### src/rtl/voter_pkg.sv
// voter_pkg: types and constants shared by the voter_tally block.
// The quorum check is built only when VOTER_QUORUM_EN is defined.
package voter_pkg;

  // Session phases of the tally FSM.
  typedef enum logic [1:0] {
    IDLE   = 2'd0,
    OPEN   = 2'd1,
    DECIDE = 2'd2,
    RESULT = 2'd3
  } state_t;

  // Verdict bits ordered {pass, fail, tie}, matching the legacy 3-bit voter output.
  localparam int         VERDICT_W    = 3;
  localparam logic [2:0] VERDICT_PASS = 3'b100;
  localparam logic [2:0] VERDICT_FAIL = 3'b010;
  localparam logic [2:0] VERDICT_TIE  = 3'b001;
  localparam logic [2:0] VERDICT_NONE = 3'b000;

  // Bits needed to hold the values 0..n. Returns clog2(n+1), never less than 1.
  function automatic int cnt_width(input int n);
    int w;
    w = 1;
    while ((1 << w) <= n) begin
      w = w + 1;
    end
    return w;
  endfunction

endpackage

### src/rtl/voter_popcount.sv
// voter_popcount: combinational population count of a W-bit vector.
// The result width defaults to just enough bits to hold W.
module voter_popcount
  import voter_pkg::*;
#(
  parameter int W  = 4,
  parameter int CW = cnt_width(W)
) (
  input  logic [W-1:0]  vec,
  output logic [CW-1:0] count
);

  // Sum the individual bits; a simple adder chain is plenty for up to 32 inputs.
  always_comb begin
    count = '0;
    for (int i = 0; i < W; i++) begin
      count = count + CW'(vec[i]);
    end
  end

endmodule

### src/rtl/voter_tally.sv
// voter_tally: clocked voting session controller for N_VOTERS channels.
// Opens a session on start, accepts at most one ballot per voter, closes on
// request / all voted / timeout, then holds a pass/fail/tie verdict until
// acknowledged. Optional quorum check: define VOTER_QUORUM_EN.
//
// Verdict handshake: result_valid rises with the verdict flags and holds them
// unchanged until a rising edge sees result_valid && result_ack; on that edge
// the transfer completes and result_valid plus all flags drop. result_ack with
// result_valid low has no effect, and result_valid never drops without an ack.
module voter_tally
  import voter_pkg::*;
#(
  parameter  int N_VOTERS       = 4,
  parameter  int TIMEOUT_CYCLES = 64,
  parameter  int QUORUM         = 3,
  localparam int CNT_W          = cnt_width(N_VOTERS)
) (
  input  logic                clk,
  input  logic                rst_n,
  input  logic                start,
  input  logic                close,
  input  logic [N_VOTERS-1:0] vote_valid,
  input  logic [N_VOTERS-1:0] vote_yes,
  input  logic                result_ack,
  output logic                busy,
  output logic [N_VOTERS-1:0] voted,
  output logic [CNT_W-1:0]    yes_count,
  output logic [CNT_W-1:0]    no_count,
  output logic                result_valid,
  output logic                result_pass,
  output logic                result_fail,
  output logic                result_tie,
  output logic                result_noq,
  output state_t              state_dbg
);

  // Timer only needs to reach TIMEOUT_CYCLES-1; with the timeout disabled it
  // simply free-runs inside OPEN and is never compared.
  localparam int               TMR_W    = cnt_width(TIMEOUT_CYCLES);
  localparam bit               TO_EN    = (TIMEOUT_CYCLES != 0);
  localparam logic [TMR_W-1:0] TMR_LAST =
    TMR_W'((TIMEOUT_CYCLES > 0) ? TIMEOUT_CYCLES - 1 : 0);

  // Elaboration-time guards on the configuration.
  if (N_VOTERS < 2 || N_VOTERS > 32) begin : g_bad_voters
    $error("voter_tally: N_VOTERS must lie in 2..32");
  end
  if (QUORUM < 0 || TIMEOUT_CYCLES < 0) begin : g_bad_cfg
    $error("voter_tally: QUORUM and TIMEOUT_CYCLES must be non-negative");
  end

  state_t              state_q, state_d;
  logic [N_VOTERS-1:0] voted_q, voted_d;
  logic [CNT_W-1:0]    yes_q, yes_d;
  logic [CNT_W-1:0]    no_q, no_d;
  logic [TMR_W-1:0]    timer_q, timer_d;
  logic                valid_q, valid_d;
  logic [2:0]          verdict_q, verdict_d;
  logic                noq_q, noq_d;

  logic [N_VOTERS-1:0] new_w;
  logic [N_VOTERS-1:0] yes_bal_w;
  logic [N_VOTERS-1:0] no_bal_w;
  logic [CNT_W-1:0]    yes_add_w;
  logic [CNT_W-1:0]    no_add_w;
  logic                all_voted_w;
  logic                timeout_w;
  logic                close_now_w;

  // First-time ballots only; nothing is captured outside OPEN.
  always_comb begin
    new_w       = (state_q == OPEN) ? (vote_valid & ~voted_q) : '0;
    yes_bal_w   = new_w & vote_yes;
    no_bal_w    = new_w & ~vote_yes;
    all_voted_w = &(voted_q | new_w);
    timeout_w   = TO_EN && (timer_q == TMR_LAST);
    close_now_w = (state_q == OPEN) && (close || all_voted_w || timeout_w);
  end

  voter_popcount #(.W(N_VOTERS), .CW(CNT_W)) u_pop_yes (
    .vec   (yes_bal_w),
    .count (yes_add_w)
  );

  voter_popcount #(.W(N_VOTERS), .CW(CNT_W)) u_pop_no (
    .vec   (no_bal_w),
    .count (no_add_w)
  );

  // State and datapath registers; reset aborts any session with no verdict.
  always_ff @(posedge clk or negedge rst_n) begin
    if (!rst_n) begin
      state_q   <= IDLE;
      voted_q   <= '0;
      yes_q     <= '0;
      no_q      <= '0;
      timer_q   <= '0;
      valid_q   <= 1'b0;
      verdict_q <= VERDICT_NONE;
      noq_q     <= 1'b0;
    end else begin
      state_q   <= state_d;
      voted_q   <= voted_d;
      yes_q     <= yes_d;
      no_q      <= no_d;
      timer_q   <= timer_d;
      valid_q   <= valid_d;
      verdict_q <= verdict_d;
      noq_q     <= noq_d;
    end
  end

  // Next-state logic for the session FSM.
  always_comb begin
    state_d = state_q;
    case (state_q)
      IDLE:    if (start) state_d = OPEN;
      OPEN:    if (close_now_w) state_d = DECIDE;
      DECIDE:  state_d = RESULT;
      RESULT:  if (result_ack) state_d = IDLE;
      default: state_d = IDLE;
    endcase
  end

  // Tally, timer and verdict updates for each state.
  always_comb begin
    voted_d   = voted_q;
    yes_d     = yes_q;
    no_d      = no_q;
    timer_d   = timer_q;
    valid_d   = valid_q;
    verdict_d = verdict_q;
    noq_d     = noq_q;
    case (state_q)
      IDLE: begin
        // Previous counts stay visible until the next session starts.
        if (start) begin
          voted_d = '0;
          yes_d   = '0;
          no_d    = '0;
          timer_d = '0;
        end
      end
      OPEN: begin
        voted_d = voted_q | new_w;
        yes_d   = yes_q + yes_add_w;
        no_d    = no_q + no_add_w;
        timer_d = timer_q + TMR_W'(1);
      end
      DECIDE: begin
        valid_d = 1'b1;
        noq_d   = 1'b0;
        if (yes_q > no_q) begin
          verdict_d = VERDICT_PASS;
        end else if (no_q > yes_q) begin
          verdict_d = VERDICT_FAIL;
        end else begin
          verdict_d = VERDICT_TIE;
        end
`ifdef VOTER_QUORUM_EN
        // Too few ballots: no verdict, only the no-quorum flag.
        if ((int'(yes_q) + int'(no_q)) < QUORUM) begin
          verdict_d = VERDICT_NONE;
          noq_d     = 1'b1;
        end
`endif
      end
      RESULT: begin
        if (result_ack) begin
          valid_d   = 1'b0;
          verdict_d = VERDICT_NONE;
          noq_d     = 1'b0;
        end
      end
      default: begin
        valid_d = 1'b0;
      end
    endcase
  end

  // Output mapping straight from the registers.
  assign busy         = (state_q == OPEN) || (state_q == DECIDE);
  assign voted        = voted_q;
  assign yes_count    = yes_q;
  assign no_count     = no_q;
  assign result_valid = valid_q;
  assign result_pass  = verdict_q[2];
  assign result_fail  = verdict_q[1];
  assign result_tie   = verdict_q[0];
  assign state_dbg    = state_q;
`ifdef VOTER_QUORUM_EN
  assign result_noq   = noq_q;
`else
  assign result_noq   = 1'b0;
`endif

`ifndef VOTER_QUORUM_EN
  // Without the quorum feature the no-quorum register never leaves zero.
  logic unused_noq;
  assign unused_noq = noq_q;
`endif

endmodule

### config.mk
export PLATFORM = sky130hd
export DESIGN_NAME = voter_tally
export DESIGN_NICKNAME = d
export VERILOG_FILES = /design/src/rtl/voter_pkg.sv /design/src/rtl/voter_popcount.sv /design/src/rtl/voter_tally.sv
export SDC_FILE = /design/constraint.sdc
export NUM_CORES = 1
export LEC_CHECK = 0
export ABC_CLOCK_PERIOD_IN_PS = 3070
export BUFFER_PORTS_ARGS = -buffer_cell sky130_fd_sc_hd__buf_2
export CAP_MARGIN = 20
export CORE_MARGIN = 2
export CORE_UTILIZATION = 30
export DETAILED_ROUTE_END_ITERATION = 12
export GPL_TIMING_DRIVEN = 0
export PLACE_DENSITY = 0.49
export SLEW_MARGIN = 0
export SYNTH_ARGS = -nofsm -noshare
export SYNTH_HDL_FRONTEND = slang
export SYNTH_SLANG_ARGS = --single-unit
### constraint.sdc
create_clock -name clk -period 3.07 [get_ports clk]
set_clock_uncertainty 0.1 [all_clocks]
set_input_delay 0.614 -clock clk [delete_from_list [all_inputs] [get_ports clk]]
set_output_delay 0.614 -clock clk [all_outputs]
set_load 0.005 [all_outputs]
==> metrics.log, run 1 <==
INFO  metric run_status = finished, violations left
INFO  metric failed_checks = negative setup slack
INFO  metric final_net_count = 239
INFO  metric worstReg2RegEnd = yes_count[2]$_DFFE_PN0P_
INFO  metric timing.hold.ws = 0.237 ns
INFO  metric crit_start = state_dbg[0]$_DFFE_PN0P_
INFO  metric clk_transition_reported_paths = 0.09 ns
INFO  metric first_global_vias = 1309
INFO  metric coreArea = 0.00511 mm^2
INFO  metric pre_cts_ws = -0.264 ns
INFO  metric top_level_ports = 31
INFO  metric finalWorstPathRequiredPeriod = 3.10 ns
INFO  metric place_congestion = 0.717
INFO  metric drc = 0
INFO  metric design.die.area = 0.00591 mm^2
INFO  metric synth.most_common_cell = sky130_fd_sc_hd__dfrtp_1
INFO  metric synth_common_cells = sky130_fd_sc_hd__dfrtp_1 (23), sky130_fd_sc_hd__inv_1 (18), sky130_fd_sc_hd__ha_1 (14)
INFO  metric yosysWarnings = 0
INFO  metric post_synth_arst_share = 1.00
INFO  metric fillerInstances = 568
INFO  metric wl_per_cell = 14.3 um
INFO  metric crit_path_launch_type = register
INFO  metric placedInstanceArea = 0.00185 mm^2
INFO  metric layout.cell_area.non_filler = 0.00199 mm^2
INFO  metric dominantRegCellSynth = sky130_fd_sc_hd__dfrtp_1
INFO  metric p_comb_frac = 0.584
INFO  metric max-vdd-ir-drop = 0.000309 V
INFO  metric multi_input_gate_area_in_the_final_layout = 976 um^2
INFO  metric setup.worst_path.class = register to register
INFO  metric worst_slew_margin_relative_to_its_limit = 0.619
INFO  metric internal-power = 987 uW
INFO  metric seq_power_share = 0.304
INFO  metric antenna_found_initial = 0
INFO  metric drt_iter0_drc = 51
INFO  metric die-width = 76.9 um
INFO  metric synth_area_per_cell = 9.42 um^2
INFO  metric net-switching-power = 751 uW
INFO  metric worst_setup_path_end_kind = register
INFO  metric seq_area_frac_synth = 0.361
INFO  metric grt_first_pass_wirelength = 6.51 mm
INFO  metric synth_nets = 200
INFO  metric final_antenna_net_count = 0
INFO  metric routed_wl = 3.96 mm
INFO  metric placement.io_buffers = 29
INFO  metric worst-r2r-setup-slack = -0.03 ns
INFO  metric placement_rows = 26
INFO  metric avgViaCountPerCell = 4.95
INFO  metric areaGrowthSynthToFinish = 25.2%
INFO  metric worst_path_required_time = 3.13 ns
INFO  metric netSwitchingFraction = 0.432
INFO  metric timing.fmax = 323 MHz
INFO  metric grt_ovf = 0
INFO  metric post_synthesis_instance_area = 0.00159 mm^2
INFO  metric max_slew.worst_pin.slew = 0.571 ns
INFO  metric grt_util_all_layers = 0.137
INFO  metric number_of_distinct_library_cells_after_synthesis = 43
INFO  metric antenna_cells_inserted = 0
INFO  metric max_cap_viol_count = 0
INFO  metric hpwl_reported_at_the_end_of_detailed_placement = 2.81 mm
INFO  metric synth-edff-count = 0
INFO  metric report.final.setup_viol = 1
INFO  metric synth.area.top_cells = sky130_fd_sc_hd__dfrtp_1 (36%), sky130_fd_sc_hd__ha_1 (11%), sky130_fd_sc_hd__fa_1 (5.0%)
INFO  metric initial_core_util = 0.312
INFO  metric cp.arrival = 3.16 ns
INFO  metric hold_viol_final = 0
INFO  metric drtPass1Iterations = 4
INFO  metric clk-insertion-delay-late = 0.26 ns
INFO  metric clockBufferDepth = 2
INFO  metric clock_root_buffer_master = sky130_fd_sc_hd__clkbuf_8
INFO  metric ctsHtreeMaxLevel = 1
INFO  metric p_leak = 0.940 nW
INFO  metric share_of_total_power_in_the_clock_network = 0.112
INFO  metric synthDominantAreaCellType = sky130_fd_sc_hd__dfrtp_1
INFO  metric hold_path.class = primary input to asynchronous set/reset pin
INFO  metric layout_worst_path_cycle_share = 1.01
INFO  metric setup_total_negative_slack = -0.0303 ns
INFO  metric finalWorstSetupSlack = -0.0303 ns
INFO  metric path_max_fanout = 5
INFO  metric synth_seq_cells = 23
INFO  metric maximum_number_of_pins_on_one_net_before_global_route_repair = 24
INFO  metric instances_no_fill = 277
INFO  metric chipHeight = 76.9 um
INFO  metric cellPowerDensity = 872 mW/mm^2
INFO  metric post_synth_inst_count = 169
INFO  metric post-place-cells = 268
INFO  metric grt_setup_unrepaired = true
INFO  metric worst_setup_path_endpoint = yes_count[2]$_DFFE_PN0P_
INFO  metric ff_latch_area = 577 um^2
INFO  metric timing.rr.start = state_dbg[0]$_DFFE_PN0P_
INFO  metric r2r_cells = 14
INFO  metric route.vias.total = 1371
INFO  metric yosys.area.top_type_share = 0.361
INFO  metric clock_tree_from_tritoncts = done
INFO  metric cts_hold_repair.buffers = 0
INFO  metric tritoncts.num_buffers = 3
INFO  metric proportion_of_layout_cells_with_a_drive_suffix_above_1 = 0.309
INFO  metric drv_slew = 0
INFO  metric clock-sinks = 23
[metrics by stage]
step,power (mW),util
after global routing,1.90,0.390
after CTS,1.76,0.389
final,1.74,0.390
after global placement,1.44,0.362
after detailed placement,1.45,0.362
after floorplan,1.16,-
[timing repair]
action | CTS | global route
pin swaps | 3 | 9
hold endpoints to repair | 0 | 0
cloned | 0 | 0
setup endpoints to repair | 4 | 3
gates resized for setup | 12 | 5
buffers inserted | 6 | 0
[layer usage]
metal / routed length, um / track usage / vias to the layer above
met5: 0 / 0 / -
met4: 25 / 0.0382 / 0
met3: 140 / 0.0259 / 2
met2: 1860 / 0.211 / 30
met1: 1930 / 0.195 / 668
li1: - / - / 671
[cells by family (layout without fill, tap and decap cells)]
logic type | Yosys count | count (layout) | synth area share
other | 1 | 1 | 0.00235
muxes | 3 | 3 | 0.0220
xor gates and xnor gates | 2 | 2 | 0.0110
buffers and inverters | 25 | 63 | 0.0652
adders and majority gates | 18 | 18 | 0.160
and+or+nand+nor | 56 | 56 | 0.198
DFF | 23 | 23 | 0.361
AOI/OAI and AO/OA | 41 | 41 | 0.180
[power groups by stage]
stage               clock network, mW  logic [mW]  registers, mW
floorplan                           0       0.637          0.519
global placement                    0       0.908          0.529
detailed placement                  0       0.922          0.532
CTS                             0.205        1.03          0.525
global route                    0.214        1.13          0.548
finish                          0.194        1.01          0.529
[layout by cell type (no fill, tap or decap), drive strengths merged, types with 2 or more instances in the layout]
cell type  synthesis  layout
nand3b             2       2
o221ai             2       2
nor3b              2       2
a21o               2       2
ha                14      14
nand2             12      12
nor2b              3       3
nand2b             2       2
inv               18      18
and4b              2       2
clkbuf             3       7
xnor2              2       2
a32o               3       3
a21oi             12      12
or2b               2       2
o31a               2       2
mux2i              2       2
nor3               7       7
o22ai              2       2
nand3              7       7
o21ai             11      11
nand4              2       2
a22o               4       4
buf                4      38
dfrtp             23      23
nor2              10      10
fa                 4       4
[worst max-delay path, stage by stage, from the launching register on]
cell                        delay [ns]
sky130_fd_sc_hd__dfrtp_2          0.45
sky130_fd_sc_hd__ha_4             0.19
sky130_fd_sc_hd__clkbuf_16        0.15
sky130_fd_sc_hd__and4b_1          0.17
sky130_fd_sc_hd__ha_1             0.29
sky130_fd_sc_hd__inv_2            0.04
sky130_fd_sc_hd__fa_1             0.46
sky130_fd_sc_hd__inv_1            0.07
sky130_fd_sc_hd__ha_2             0.16
sky130_fd_sc_hd__inv_2            0.04
sky130_fd_sc_hd__fa_2             0.40
sky130_fd_sc_hd__xnor2_2          0.16
sky130_fd_sc_hd__nand3_1          0.06
sky130_fd_sc_hd__o21ai_1          0.06
sky130_fd_sc_hd__a22o_1           0.19
[flip-flops by register name, summed over array words and instances (netlist names)]
signal	count
yes_count	3
result_valid	1
no_count	3
timer_q	7
state_dbg	2
voted	4
verdict_q	3
[worst min-delay path by stage]
stage | start | end
floorplan | rst_n | no_count[0]$_DFFE_PN0P_
global placement | no_count[0]$_DFFE_PN0P_ | no_count[0]$_DFFE_PN0P_
detailed placement | timer_q[1]$_DFFE_PN0P_ | timer_q[1]$_DFFE_PN0P_
CTS | rst_n | state_dbg[0]$_DFFE_PN0P_
global route | rst_n | state_dbg[1]$_DFFE_PN0P_
finish | rst_n | verdict_q[2]$_DFFE_PN0P_
[layout make-up]
type                    instances  share of cell area
multi-input cells             121               0.489
clock buffers                   4              0.0226
plain buffers                   6              0.0257
flip-flops and latches         23               0.289
inverters                      18              0.0339
repair buffers                 35              0.0954
well taps                      70              0.0439
Note: power is estimated with default switching activity, not from simulation.
==> inputs of run 2 (changes only) <==
--- a/config.mk
+++ b/config.mk
@@ -13,6 +13,7 @@
 export DETAILED_ROUTE_END_ITERATION = 12
 export GPL_TIMING_DRIVEN = 0
 export PLACE_DENSITY = 0.49
+export SETUP_SLACK_MARGIN = 0.02
 export SLEW_MARGIN = 0
 export SYNTH_ARGS = -nofsm -noshare
 export SYNTH_HDL_FRONTEND = slang
==> metrics.log, run 2 (synthesis gave the netlist of run 1 again) <==
INFO  metric run_status = finished clean
INFO  metric finalWorstPathRequiredPeriod = 2.97 ns
INFO  metric max_cap_viol_count = 0
INFO  metric timing.critical_path.cells = ha_4 -> clkbuf_16 -> and4b_1 -> ha_1 -> inv_2 -> fa_1 -> inv_1 -> ha_1 -> inv_2 -> fa_2 -> xnor2_2 -> nand3_1 -> o21ai_1 -> a22o_1
INFO  metric clock_tree_from_tritoncts = done
INFO  metric layout.cells.most_common = sky130_fd_sc_hd__buf_2
INFO  metric report.final.setup_viol = 0
INFO  metric worst_slew_margin_relative_to_its_limit = 0.625
INFO  metric clock-sinks = 23
INFO  metric placement.io_buffers = 29
INFO  metric design.die.area = 0.00591 mm^2
INFO  metric drt_iter0_drc = 25
INFO  metric hold_viol_final = 0
INFO  metric max_slew.worst_pin.slew = 0.563 ns
INFO  metric maximum_number_of_pins_on_one_net_before_global_route_repair = 24
INFO  metric clock_root_buffer_master = sky130_fd_sc_hd__clkbuf_8
INFO  metric total_power = 1.76 mW
INFO  metric largest-register = timer_q
INFO  metric ctsHtreeMaxLevel = 1
INFO  metric max-vdd-ir-drop = 0.000413 V
INFO  metric r2r_cells = 14
INFO  metric avgViaCountPerCell = 4.92
INFO  metric areaGrowthSynthToFinish = 26.6%
INFO  metric clockBufferDepth = 2
INFO  metric worstReg2RegEnd = yes_count[2]$_DFFE_PN0P_
INFO  metric initial_core_util = 0.312
INFO  metric drtPass1Iterations = 4
INFO  metric clk-insertion-delay-late = 0.27 ns
INFO  metric hpwl_reported_at_the_end_of_detailed_placement = 2.67 mm
INFO  metric final_net_count = 242
INFO  metric grt_first_pass_wirelength = 6.33 mm
INFO  metric final_antenna_net_count = 0
INFO  metric path_max_fanout = 5
INFO  metric crit_path_launch_type = register
INFO  metric drv_slew = 0
INFO  metric cellPowerDensity = 872 mW/mm^2
INFO  metric worst_path_required_time = 3.14 ns
INFO  metric first_global_vias = 1304
INFO  metric grt_util_all_layers = 0.135
INFO  metric routed_wl = 3.77 mm
INFO  metric die-width = 76.9 um
INFO  metric p_leak = 0.956 nW
INFO  metric worst-r2r-setup-slack = 0.10 ns
INFO  metric wl_per_cell = 13.5 um
INFO  metric antenna_cells_inserted = 0
INFO  metric grt_setup_unrepaired = true
INFO  metric hold_path.class = primary input to asynchronous set/reset pin
INFO  metric coreArea = 0.00511 mm^2
INFO  metric drc = 0
INFO  metric timing.hold.ws = 0.224 ns
INFO  metric worst_setup_path_end_kind = register
INFO  metric clk_transition_reported_paths = 0.09 ns
INFO  metric mostFrequentLayoutCells = sky130_fd_sc_hd__buf_2 (31), sky130_fd_sc_hd__dfrtp_1 (23), sky130_fd_sc_hd__inv_1 (13)
INFO  metric chipHeight = 76.9 um
INFO  metric proportion_of_layout_cells_with_a_drive_suffix_above_1 = 0.324
INFO  metric layout_worst_path_cycle_share = 0.967
INFO  metric top_level_ports = 31
INFO  metric timing.fmax = 337 MHz
INFO  metric route.vias.total = 1377
INFO  metric cp.arrival = 3.04 ns
INFO  metric setup.worst_path.class = register to register
INFO  metric grt_ovf = 0
INFO  metric tritoncts.num_buffers = 3
INFO  metric place_congestion = 0.714
INFO  metric antenna_found_initial = 0
INFO  metric critPathMaxStageDelay = 0.42 ns
INFO  metric largest_register_ff_count = 7
INFO  metric placement_rows = 26
INFO  metric cpMaxStageDelayCell = sky130_fd_sc_hd__dfrtp_1
INFO  metric timing.rr.start = state_dbg[0]$_DFFE_PN0P_
[run 2: layout make-up]
| type | instances | area, um^2 |
|---|---|---|
| flip-flops and latches | 23 | 576 |
| well taps | 70 | 87.6 |
| repair buffers | 38 | 213 |
| clock buffers | 4 | 45.0 |
| fillers | 524 | 3090 |
| inverters | 18 | 67.6 |
| multi-input cells | 121 | 976 |
| plain buffers | 6 | 51.3 |
[run 2: worst max path at each step]
| stage | start | endpoint | cells after the start |
|---|---|---|---|
| after global routing | state_dbg[1]$_DFFE_PN0P_ | no_count[2]$_DFFE_PN0P_ | 15 |
| final | state_dbg[0]$_DFFE_PN0P_ | yes_count[2]$_DFFE_PN0P_ | 14 |
| after global placement | state_dbg[1]$_DFFE_PN0P_ | yes_count[2]$_DFFE_PN0P_ | 17 |
| after detailed placement | state_dbg[1]$_DFFE_PN0P_ | yes_count[2]$_DFFE_PN0P_ | 17 |
| after floorplan | state_dbg[1]$_DFFE_PN0P_ | yes_count[2]$_DFFE_PN0P_ | 17 |
| after CTS | state_dbg[1]$_DFFE_PN0P_ | yes_count[2]$_DFFE_PN0P_ | 16 |
[run 2: worst max-delay path, delay by kind of cell, from the launching register on]
family                     cells  cell delay, ns
AOI/OAI and AO/OA              2            0.23
xor gates and xnor gates       1            0.15
adders and majority gates      5            1.39
buffers and inverters          4            0.31
DFF                            1            0.42
and+or+nand+nor                2            0.25
[run 2: stage by stage]
step,worst slack (ns),util,instances,TNS [ns],instance area (um^2)
2_1_floorplan,0.00554,-,169,0,1620
3_3_place_gp,-0.209,0.362,268,-0.407,1850
3_5_place_dp,-0.225,0.362,268,-0.438,1850
4_1_cts,-0.0518,0.393,281,-0.0518,2010
5_1_grt,-0.0856,0.395,280,-0.0856,2020
6_report,0.101,0.395,280,0,2020
[run 2: repair_timing]
item                                    CTS  global route
endpoints found under the setup margin    4             2
setup buffers                             9             0
pin swaps                                 6            10
resized for setup                        11             7
hold buffers                              0             0
[run 2: where the power goes]
part	internal (mW)	total [mW]	switching, mW
Clock	0.0930	0.204	0.111
Combinational	0.502	1.03	0.526
Sequential	0.412	0.525	0.114
Total	1.01	1.76	0.750
[run 2: per-layer routing]
layer	GRT usage	wire (um)	vias up
met5	0	0	-
li1	-	-	678
met3	0.0318	196	2
met1	0.193	1870	660
met2	0.212	1680	37
met4	0.0218	24	0
